==> src/rtl/reset_sequencer_ctrl_if.sv <==
// Reset sequencer control bus: lock/ack inputs towards the controller and the
// sequenced domain resets plus status back out to the shell.
interface reset_sequencer_ctrl_if #(
  parameter int unsigned NUM_DOMAINS = 4
);

  logic                   pll_locked;
  logic                   sw_reset;
  logic [NUM_DOMAINS-1:0] domain_ready;
  logic [NUM_DOMAINS-1:0] domain_reset;
  logic                   all_ready;
  logic [2:0]             seq_state;
  logic                   timeout_err;

  // Shell / environment side: drives lock, requests and acks
  modport master (
    output pll_locked, sw_reset, domain_ready,
    input  domain_reset, all_ready, seq_state, timeout_err
  );

  // Controller side
  modport slave (
    input  pll_locked, sw_reset, domain_ready,
    output domain_reset, all_ready, seq_state, timeout_err
  );

endinterface

==> src/rtl/reset_sequencer_ctrl.sv <==
// Always-on reset sequencer: qualifies PLL lock, holds every domain in reset
// for a debounce period, then releases domains one at a time in index order,
// waiting for each domain's synchronized ready acknowledgement.
// Optional feature macro: RESET_SEQ_TIMEOUT_EN (bounded ack wait with sticky
// timeout_err and automatic retry from HOLD).
module reset_sequencer_ctrl #(
  parameter int unsigned NUM_DOMAINS    = 4,
  parameter int unsigned HOLD_CYCLES    = 256,
  parameter int unsigned STEP_CYCLES    = 16,
  parameter int unsigned LOCK_SYNC      = 2,
  parameter int unsigned TIMEOUT_CYCLES = 4096
) (
  input logic                    clock,
  input logic                    areset,
  reset_sequencer_ctrl_if.slave  bus
);

  localparam int unsigned MAX_HS     = (HOLD_CYCLES > STEP_CYCLES) ? HOLD_CYCLES : STEP_CYCLES;
  localparam int unsigned MAX_CYCLES = (MAX_HS > TIMEOUT_CYCLES) ? MAX_HS : TIMEOUT_CYCLES;
  localparam int unsigned CNT_W      = $clog2(MAX_CYCLES) + 1;
  localparam int unsigned IDX_W      = (NUM_DOMAINS > 1) ? $clog2(NUM_DOMAINS) : 1;

  typedef enum logic [2:0] {
    WAIT_LOCK = 3'd0,
    HOLD      = 3'd1,
    RELEASE   = 3'd2,
    WAIT_ACK  = 3'd3,
    STEP      = 3'd4,
    RUN       = 3'd5
  } state_t;

  state_t                 state, state_next;
  logic [IDX_W-1:0]       idx, idx_next;
  logic [CNT_W-1:0]       cnt, cnt_next;
  logic [NUM_DOMAINS-1:0] domain_reset_q, domain_reset_next;
  logic                   all_ready_q, all_ready_next;

  logic [LOCK_SYNC-1:0]                  lock_sync;
  logic [LOCK_SYNC-1:0][NUM_DOMAINS-1:0] ready_sync;
  logic                                  lock_s;
  logic [NUM_DOMAINS-1:0]                ready_s;
  logic                                  abortable;

  assign lock_s    = lock_sync[LOCK_SYNC-1];
  assign ready_s   = ready_sync[LOCK_SYNC-1];
  assign abortable = (state == HOLD) || (state == RELEASE) || (state == WAIT_ACK) ||
                     (state == STEP) || (state == RUN);

  // Multi-flop synchronizers for the asynchronous lock and ack inputs
  always_ff @(posedge clock or posedge areset) begin
    if (areset) begin
      lock_sync  <= '0;
      ready_sync <= '0;
    end else begin
      lock_sync  <= {lock_sync[LOCK_SYNC-2:0], bus.pll_locked};
      ready_sync <= {ready_sync[LOCK_SYNC-2:0], bus.domain_ready};
    end
  end

`ifdef RESET_SEQ_TIMEOUT_EN
  logic timeout_q, timeout_next, timeout_hit;
`endif

  // State, index, counter and registered outputs
  always_ff @(posedge clock or posedge areset) begin
    if (areset) begin
      state          <= WAIT_LOCK;
      idx            <= '0;
      cnt            <= '0;
      domain_reset_q <= '1;
      all_ready_q    <= 1'b0;
`ifdef RESET_SEQ_TIMEOUT_EN
      timeout_q      <= 1'b0;
`endif
    end else begin
      state          <= state_next;
      idx            <= idx_next;
      cnt            <= cnt_next;
      domain_reset_q <= domain_reset_next;
      all_ready_q    <= all_ready_next;
`ifdef RESET_SEQ_TIMEOUT_EN
      timeout_q      <= timeout_next;
`endif
    end
  end

  // Next-state: normal sequencing, then aborts (lock loss over sw_reset) override
  always_comb begin
    state_next = state;
    idx_next   = idx;
    cnt_next   = cnt;
`ifdef RESET_SEQ_TIMEOUT_EN
    timeout_hit = 1'b0;
`endif
    case (state)
      WAIT_LOCK: begin
        if (lock_s) begin
          state_next = HOLD;
          cnt_next   = '0;
        end
      end
      HOLD: begin
        if (cnt == CNT_W'(HOLD_CYCLES - 1)) begin
          state_next = RELEASE;
          idx_next   = '0;
          cnt_next   = '0;
        end else begin
          cnt_next = cnt + CNT_W'(1);
        end
      end
      RELEASE: begin
        state_next = WAIT_ACK;
        cnt_next   = '0;
      end
      WAIT_ACK: begin
        if (ready_s[idx]) begin
          state_next = STEP;
          cnt_next   = '0;
        end
`ifdef RESET_SEQ_TIMEOUT_EN
        else if (cnt == CNT_W'(TIMEOUT_CYCLES - 1)) begin
          state_next  = HOLD;
          idx_next    = '0;
          cnt_next    = '0;
          timeout_hit = 1'b1;
        end else begin
          cnt_next = cnt + CNT_W'(1);
        end
`endif
      end
      STEP: begin
        if (cnt == CNT_W'(STEP_CYCLES - 1)) begin
          cnt_next = '0;
          if (idx == IDX_W'(NUM_DOMAINS - 1)) begin
            state_next = RUN;
          end else begin
            state_next = RELEASE;
            idx_next   = idx + IDX_W'(1);
          end
        end else begin
          cnt_next = cnt + CNT_W'(1);
        end
      end
      RUN: begin
        state_next = RUN;
      end
      default: begin
        state_next = WAIT_LOCK;
        idx_next   = '0;
        cnt_next   = '0;
      end
    endcase

    if (abortable && !lock_s) begin
      state_next = WAIT_LOCK;
      idx_next   = '0;
      cnt_next   = '0;
`ifdef RESET_SEQ_TIMEOUT_EN
      timeout_hit = 1'b0;
`endif
    end else if (abortable && bus.sw_reset) begin
      state_next = HOLD;
      idx_next   = '0;
      cnt_next   = '0;
`ifdef RESET_SEQ_TIMEOUT_EN
      timeout_hit = 1'b0;
`endif
    end
  end

  // Output decode from the next state: domains below idx are released, idx
  // itself once RELEASE has been left
  always_comb begin
    domain_reset_next = '1;
    all_ready_next    = 1'b0;
    case (state_next)
      RUN: begin
        domain_reset_next = '0;
        all_ready_next    = 1'b1;
      end
      RELEASE, WAIT_ACK, STEP: begin
        for (int i = 0; i < int'(NUM_DOMAINS); i++) begin
          if ((i < int'(idx_next)) || ((i == int'(idx_next)) && (state_next != RELEASE))) begin
            domain_reset_next[i] = 1'b0;
          end
        end
      end
      default: begin
        domain_reset_next = '1;
      end
    endcase
`ifdef RESET_SEQ_TIMEOUT_EN
    timeout_next = timeout_q | timeout_hit;
`endif
  end

  assign bus.domain_reset = domain_reset_q;
  assign bus.all_ready    = all_ready_q;
  assign bus.seq_state    = state;
`ifdef RESET_SEQ_TIMEOUT_EN
  assign bus.timeout_err  = timeout_q;
`else
  assign bus.timeout_err  = 1'b0;
`endif

endmodule

==> src/flat_wrapper.sv <==
// flat-port wrapper written by rule: the top's interface ports become plain ports
module reset_sequencer_ctrl_flat 
#(
  parameter int unsigned NUM_DOMAINS    = 4,
  parameter int unsigned HOLD_CYCLES    = 256,
  parameter int unsigned STEP_CYCLES    = 16,
  parameter int unsigned LOCK_SYNC      = 2,
  parameter int unsigned TIMEOUT_CYCLES = 4096
)
  (clock, areset, bus_pll_locked, bus_sw_reset, bus_domain_ready, bus_domain_reset, bus_all_ready, bus_seq_state, bus_timeout_err);
  reset_sequencer_ctrl_if #(.NUM_DOMAINS(NUM_DOMAINS)) bus_i ();
  input logic clock;
  input logic areset;
  input wire logic [$bits(bus_i.pll_locked)-1:0] bus_pll_locked;
  input wire logic [$bits(bus_i.sw_reset)-1:0] bus_sw_reset;
  input wire logic [$bits(bus_i.domain_ready)-1:0] bus_domain_ready;
  output wire logic [$bits(bus_i.domain_reset)-1:0] bus_domain_reset;
  output wire logic [$bits(bus_i.all_ready)-1:0] bus_all_ready;
  output wire logic [$bits(bus_i.seq_state)-1:0] bus_seq_state;
  output wire logic [$bits(bus_i.timeout_err)-1:0] bus_timeout_err;
  assign bus_i.pll_locked = bus_pll_locked;
  assign bus_i.sw_reset = bus_sw_reset;
  assign bus_i.domain_ready = bus_domain_ready;
  assign bus_domain_reset = bus_i.domain_reset;
  assign bus_all_ready = bus_i.all_ready;
  assign bus_seq_state = bus_i.seq_state;
  assign bus_timeout_err = bus_i.timeout_err;
  reset_sequencer_ctrl #(.NUM_DOMAINS(NUM_DOMAINS), .HOLD_CYCLES(HOLD_CYCLES), .STEP_CYCLES(STEP_CYCLES), .LOCK_SYNC(LOCK_SYNC), .TIMEOUT_CYCLES(TIMEOUT_CYCLES)) u_core (.clock(clock), .areset(areset), .bus(bus_i));
endmodule
==> config.mk <==
export PLATFORM = sky130hd
export DESIGN_NAME = reset_sequencer_ctrl_flat
export DESIGN_NICKNAME = d
export VERILOG_FILES = /design/src/rtl/reset_sequencer_ctrl_if.sv /design/src/rtl/reset_sequencer_ctrl.sv /design/src/flat_wrapper.sv
export SDC_FILE = /design/constraint.sdc
export NUM_CORES = 1
export LEC_CHECK = 0
export ABC_CLOCK_PERIOD_IN_PS = 3050
export BUFFER_PORTS_ARGS = -buffer_cell sky130_fd_sc_hd__buf_4
export CAP_MARGIN = 5
export CORE_ASPECT_RATIO = 2
export CORE_UTILIZATION = 50
export CTS_CLUSTER_DIAMETER = 50
export CTS_CLUSTER_SIZE = 25
export DETAILED_ROUTE_END_ITERATION = 10
export PLACE_DENSITY = 0.78
export SYNTH_ARGS = -nofsm -noshare
export SYNTH_HDL_FRONTEND = slang
export SYNTH_SLANG_ARGS = --single-unit
==> constraint.sdc <==
create_clock -name clock -period 3.05 [get_ports clock]
set_input_delay 0.61 -clock clock [delete_from_list [all_inputs] [get_ports clock]]
set_output_delay 0.61 -clock clock [all_outputs]
set_load 0.005 [all_outputs]
; After elaboration in Yosys (flattened, before gate mapping)
; Index checks and enable logic that the tools add are counted.
[op_classes]
addsub = 2
mul = 0
div = 0
magnitude_cmp = 4
eq_ne = 19
shifts = 0
mux = 29
n_bitwise = 0
n_reduce_logical = 19
[ops]
columns = operator, count
row1 = 13-bit 2-to-1 mux, 6
row2 = 13-bit one-hot mux with 5 select lines, 1
row3 = 3-bit 2-to-1 mux, 7
row4 = 3-bit one-hot mux with 6 select lines, 1
row5 = 13-bit by 1-bit adder with 13-bit output (second input constant), 1
row6 = 13-bit by 4-bit equality test with 1-bit output (second input constant), 1
row7 = 13-bit by 8-bit equality test with 1-bit output (second input constant), 1
row8 = 3-bit by 2-bit equality test with 1-bit output (second input constant), 4
row9 = 3-bit equality test (second input constant), 4
row10 = 2-bit 2-to-1 mux, 5
row11 = 4-bit one-hot mux with 2 select lines, 1
row12 = 1-bit logical OR, 7
row13 = 1-bit logical AND, 6
row14 = 1-bit 2-to-1 mux, 6
row15 = 2-bit one-hot mux with 3 select lines, 1
row16 = 2-bit equality test (first input constant), 2
row17 = 1-bit by 2-bit < comparator with 1-bit output (first input constant), 2
row18 = 4-bit by 1-bit != test with 1-bit output (second input constant), 1
row19 = 4-bit != test (second input constant), 1
row20 = 4-bit OR reduction, 1
row21 = 3-bit by 1-bit equality test with 1-bit output (second input constant), 1
row22 = 3-bit zero test, 1
row23 = 2-bit by 3-bit < comparator with 1-bit output (second input constant), 1
row24 = 3-bit by 2-bit != test with 1-bit output (second input constant), 1
row25 = other kinds (10), 10
[totals]
reg_bits = 33
latchBits = 0
ram_bits = 0
mem_bits_ro = 0
in_bits = 8
wordCells = 81
memories = 0

; Depth between registers and ports, before layout
[logic_depth]
word_depth = 13
depth_mapped = 8

; Worst setup path before layout
; Ideal clock, no wire load.
[synth_path]
kind = register -> register
from = reg u_core.cnt[9]
to = reg u_core.domain_reset_q[0] (netlist: u_core.bus.domain_reset[0])
setup_ns = 0.097
arrival_ns = 2.158
path_slack_ns = 0.795
stages_incl_launch_ff = 6
path_buffers = 0
cell_sequence = dfrtp_1 > or4_4 > or4_4 > o211a_2 > or2_4 > o41ai_2
[synth_between]
elab_chain_cells = 10
word_cells_on_any_way = 24
cone_classes = 1 x order compare / 7 x eq/ne / 12 x mux / 4 x reduce/logical
[synth_lines]
columns = item, line_no
row1 = "start, declared", reset_sequencer_ctrl.sv:34  ; logic [CNT_W-1:0] cnt, cnt_next;
row2 = "start signal, assigned", reset_sequencer_ctrl.sv:78  ; cnt <= cnt_next;
row3 = 13-bit by 4-bit equality test with 1-bit output or 13-bit by 8-bit equality test with 1-bit output (tied branches), "reset_sequencer_ctrl.sv:132, reset_sequencer_ctrl.sv:103"
row4 = 3-bit 2-to-1 mux (tied with other cells), reset_sequencer_ctrl.sv:132  ; if (cnt == CNT_W'(STEP_CYCLES - 1)) begin
row5 = 3-bit one-hot mux with 6 select lines or 2-bit one-hot mux with 3 select lines (tied branches), reset_sequencer_ctrl.sv:95  ; case (state)
row6 = 3-bit 2-to-1 mux or 2-bit 2-to-1 mux (tied branches), reset_sequencer_ctrl.sv:161  ; end else if (abortable && bus.sw_reset) begin
row7 = 3-bit 2-to-1 mux or 2-bit 2-to-1 mux (tied branches), reset_sequencer_ctrl.sv:154  ; if (abortable && !lock_s) begin
row8 = 3-bit by 2-bit != test with 1-bit output or 2-bit zero test (tied branches), reset_sequencer_ctrl.sv:183  ; if ((i < int'(idx_next)) || ((i == int'(idx_next)) && (state_next != RELEASE))) begin
row9 = 1-bit logical AND, reset_sequencer_ctrl.sv:183
row10 = 1-bit logical OR, reset_sequencer_ctrl.sv:183
row11 = 1-bit 2-to-1 mux, reset_sequencer_ctrl.sv:183
row12 = 4-bit one-hot mux with 2 select lines (*), reset_sequencer_ctrl.sv:176  ; case (state_next)
row13 = named net u_core.domain_reset_next[0], reset_sequencer_ctrl.sv:35  ; logic [NUM_DOMAINS-1:0] domain_reset_q, domain_reset_next;
row14 = "end signal, assigned", reset_sequencer_ctrl.sv:79  ; domain_reset_q <= domain_reset_next;
row15 = "end, declared", reset_sequencer_ctrl.sv:35
; Mark *: on every way through the listed nets, which the timed path passes. The rest lies on a longest branch.
; A chain may end at the register's enable or synchronous reset.

; Final worst setup path
[layout_path]
from = reg u_core.cnt[9]
to = reg u_core.domain_reset_q[1] (netlist: u_core.bus.domain_reset[1])
[layout_between]
elab_chain_cells = 10
word_cells_on_any_way = 24
cone_classes = 1 x order compare / 8 x eq/ne / 12 x mux / 3 x reduce/logical
[layout_lines]
columns = item, line_no
row1 = 13-bit by 4-bit equality test with 1-bit output or 13-bit by 8-bit equality test with 1-bit output (tied branches), "reset_sequencer_ctrl.sv:132, reset_sequencer_ctrl.sv:103"
row2 = 3-bit 2-to-1 mux (tied with other cells), reset_sequencer_ctrl.sv:132
row3 = 3-bit one-hot mux with 6 select lines or 2-bit one-hot mux with 3 select lines (tied branches), reset_sequencer_ctrl.sv:95
row4 = 3-bit 2-to-1 mux or 2-bit 2-to-1 mux (tied branches), reset_sequencer_ctrl.sv:161
row5 = 3-bit 2-to-1 mux or 2-bit 2-to-1 mux (tied branches), reset_sequencer_ctrl.sv:154
row6 = 3-bit by 2-bit != test with 1-bit output or 2-bit equality test (tied branches), reset_sequencer_ctrl.sv:183
row7 = 1-bit logical AND, reset_sequencer_ctrl.sv:183
row8 = 1-bit logical OR, reset_sequencer_ctrl.sv:183
row9 = 1-bit 2-to-1 mux, reset_sequencer_ctrl.sv:183
row10 = 4-bit one-hot mux with 2 select lines (*), reset_sequencer_ctrl.sv:176
row11 = named net u_core.domain_reset_next[1], reset_sequencer_ctrl.sv:35
; Marks and branches as above.

==> results_dict.tcl <==
set metrics [dict create \
    reg2reg_to "u_core.bus.domain_reset[1]" \
    drv_cap 0 \
    cts.htree.levels 2 \
    timing_worst_setup_path_type "reg -> reg" \
    worstMarginPinSlew_ns 0.756 \
    fmax_mhz 408 \
    die_area_sq_um 3700 \
    synth-edff-count 0 \
    coreArea_sq_um 3230 \
    endpoint "u_core.bus.domain_reset[1]" \
    dp_hpwl_microns 2780 \
    synth_nets 179 \
    clock_sinks 33 \
    critPathLaunch "u_core.cnt[9]" \
    die_h_microns 85.0 \
    yosys.area.top_type "dfrtp_1" \
    dp_slack_ns 0.612 \
    ys_warn_count 0 \
    die_w_microns 43.5 \
    finalHoldViolations 0 \
    cp-start-kind "flip-flop" \
    leakage_nw 0.866 \
    clkLatencyLatePin_ns 0.29 \
    outcome "completed" \
    fin_area_sq_um 1980 \
    path_clk_slew_ns 0.07 \
    hp-class "reg -> reg" \
    synth_area_per_cell_sq_um 10.1 \
    finalNetCount 196 \
    antenna_found_initial 0 \
    cts_hold_buf 0 \
    synthArstFlopShare_pct 100 \
    maxSlewViolCount 0 \
    post_dp_cell_area_sq_um 1850 \
    ant_nets 0 \
    gr-total-overflow 0 \
    drc_errors 0 \
    r2r_cells 5 \
    worst_setup_path_end_kind "flip-flop" \
    setup_viol 0 \
    drt_first_pass_iters 4 \
    cts_buffer_depth 2 \
    grt_start_max_net_pins 34 \
    r2r_setup_slack_ns 0.60 \
    synth_area_sq_um 1720 \
    cts_tree "done" \
    fin_crit_ns 2.45 \
    ys_top_cells_by_area "dfrtp_1, dfstp_2, nand2_1" \
    portBuffers 15 \
    synth.distinct_cells 55 \
    setup_ws_ns 0.597 \
    n_fill_cell 262 \
    setup_tns_ns 0 \
    grt.total_usage_pct 23.2 \
    slew_headroom_pct 49.6 \
    first_global_vias 1357 \
    post_cts_buffers 0 \
    rsz0062_at_grt "no" \
    drt_wl_total_microns 3810 \
    grt_pass1_wl_microns 6380 \
    fin_crit_sh_pct 80.4 \
    cts_resized 0 \
    post_drt_wl_per_cell_microns 17.4 \
    regToRegStartpoint "u_core.cnt[9]" \
    drt_iter0_drc 65 \
    synthFlopType "dfrtp_1" \
    insertedDiodeCount 0 \
    required_ns 3.22 \
    vias 1415 \
    power_density_nw_per_um2 614 \
    viasPerCell 6.46 \
    initial_core_util_pct 53.3 \
    synth_top_area_share_pct 42.2 \
    peakVddDrop_uv 504 \
    num_rows 29 \
    fin_worst_skew_ns 0.00387 \
    total_power_w 0.00122 \
    worstPathArrival_ns 2.63 \
    pin_count 17 \
    yosysSeqAreaShare_pct 48.3 \
    path_max_fanout 6 \
    cts-root-buf "clkbuf_8" \
    drive_gt1_share_pct 23.9 \
    syn_inst 170 \
    gp_congestion 0.921 \
    ys_ff_latch 33 \
    area_growth_syn_to_layout_pct 15.3 \
    cts_buffers 5 \
]
[report_power, final]
group,total [W],internal (W),leakage (nW),switching [W]
Sequential,0.000488,0.000461,0.420,0.0000270
Clock,0.000494,0.000329,0.0687,0.000166
Combinational,0.000236,0.0000951,0.378,0.000141
[area by class of cell]
cell class	count	area (sq um)	area share [%]
clock inverters	3	68.8	3.47
flip-flops and latches	33	831	41.9
multi-input cells	120	808	40.7
repair buffers	18	135	6.81
clock buffers	5	68.8	3.47
well taps	31	38.8	1.95
inverters	9	33.8	1.70
[metrics by stage]
step | instances | hold WS, ns | utilization, %
floorplan | 170 | 0.331 | -
global placement | 211 | 0.332 | 57.2
detailed placement | 211 | 0.335 | 57.2
CTS | 219 | 0.352 | 61.4
global route | 219 | 0.361 | 61.4
finish | 219 | 0.350 | 61.4
[cells in the final DEF, fill, tap and decap left out, types with 3 or more instances in the layout]
master,netlist,layout
nor2_1,8,8
nor2b_1,3,3
nor3_1,3,3
inv_1,9,9
o21ai_0,6,6
and2_1,3,3
nand4_1,4,4
buf_4,1,18
nand2_1,17,17
o22ai_1,3,3
a21oi_1,7,7
nor4_1,3,3
nand3_1,11,11
dfstp_2,4,4
mux2i_1,5,5
dfrtp_1,29,29
clkbuf_8,0,5
and3_1,3,3
[metal layers]
| layer | routed length [microns] | global-route usage [%] | share of wire [%] |
|---|---|---|---|
| met5 | 0 | 0 | 0 |
| met2 | 2120 | 40.4 | 56 |
| met4 | 212 | 13.4 | 5.6 |
| met3 | 145 | 4.04 | 3.8 |
| met1 | 1330 | 25.3 | 35 |
[worst min-delay path by stage]
stage,from,to,slack (ns),depth (start not counted)
floorplan,u_core.lock_sync[0],u_core.lock_sync[1],0.33,0
finish,u_core.lock_sync[0],u_core.lock_sync[1],0.35,0
global placement,u_core.lock_sync[0],u_core.lock_sync[1],0.33,0
CTS,u_core.lock_sync[0],u_core.lock_sync[1],0.35,0
detailed placement,u_core.lock_sync[0],u_core.lock_sync[1],0.33,0
global route,u_core.lock_sync[0],u_core.lock_sync[1],0.36,0
[cells by family (layout without fill, tap and decap cells)]
group	after synthesis	in the layout	synth area share, %
other	1	1	0.218
AOI/OAI and AO/OA	39	39	16.7
and+or+nand+nor	72	72	24.6
buffers and inverters	17	35	4.80
DFF	33	33	48.3
xor gates and xnor gates	1	1	0.509
muxes	6	6	4.22
adders and majority gates	1	1	0.727
[synthesized netlist by cell type, drive strengths merged, types with 2 or more instances]
master and count:
dfrtp 29, nand2 17, nand3 11, inv 9
a21oi 8, nor2 8, o21ai 7, clkbuf 5
mux2i 5, and3 4, dfstp 4, nand4 4
and2 3, buf 3, nor2b 3, nor3 3
nor4 3, nor4b 3, o22ai 3, a211o 2
a21o 2, a31o 2, a31oi 2, nand4b 2
nor3b 2, o41ai 2, or3 2, or4 2
[worst max-delay path, stage by stage, from the launching register on]
cell,delay [ns]
dfrtp_1,0.45
or4_4,0.59
or4_4,0.53
o211a_2,0.16
or2_4,0.26
o311ai_1,0.35
[flip-flops by register name, summed over array words and instances, names as in the netlist]
register                 count
u_core.cnt                  13
u_core.bus.domain_reset      4
u_core.idx                   2
u_core.ready_s               4
u_core.bus.seq_state         3
u_core.lock_sync             2
u_core.ready_sync            4
u_core.bus.all_ready         1
Note: power is estimated with default switching activity, not from simulation.
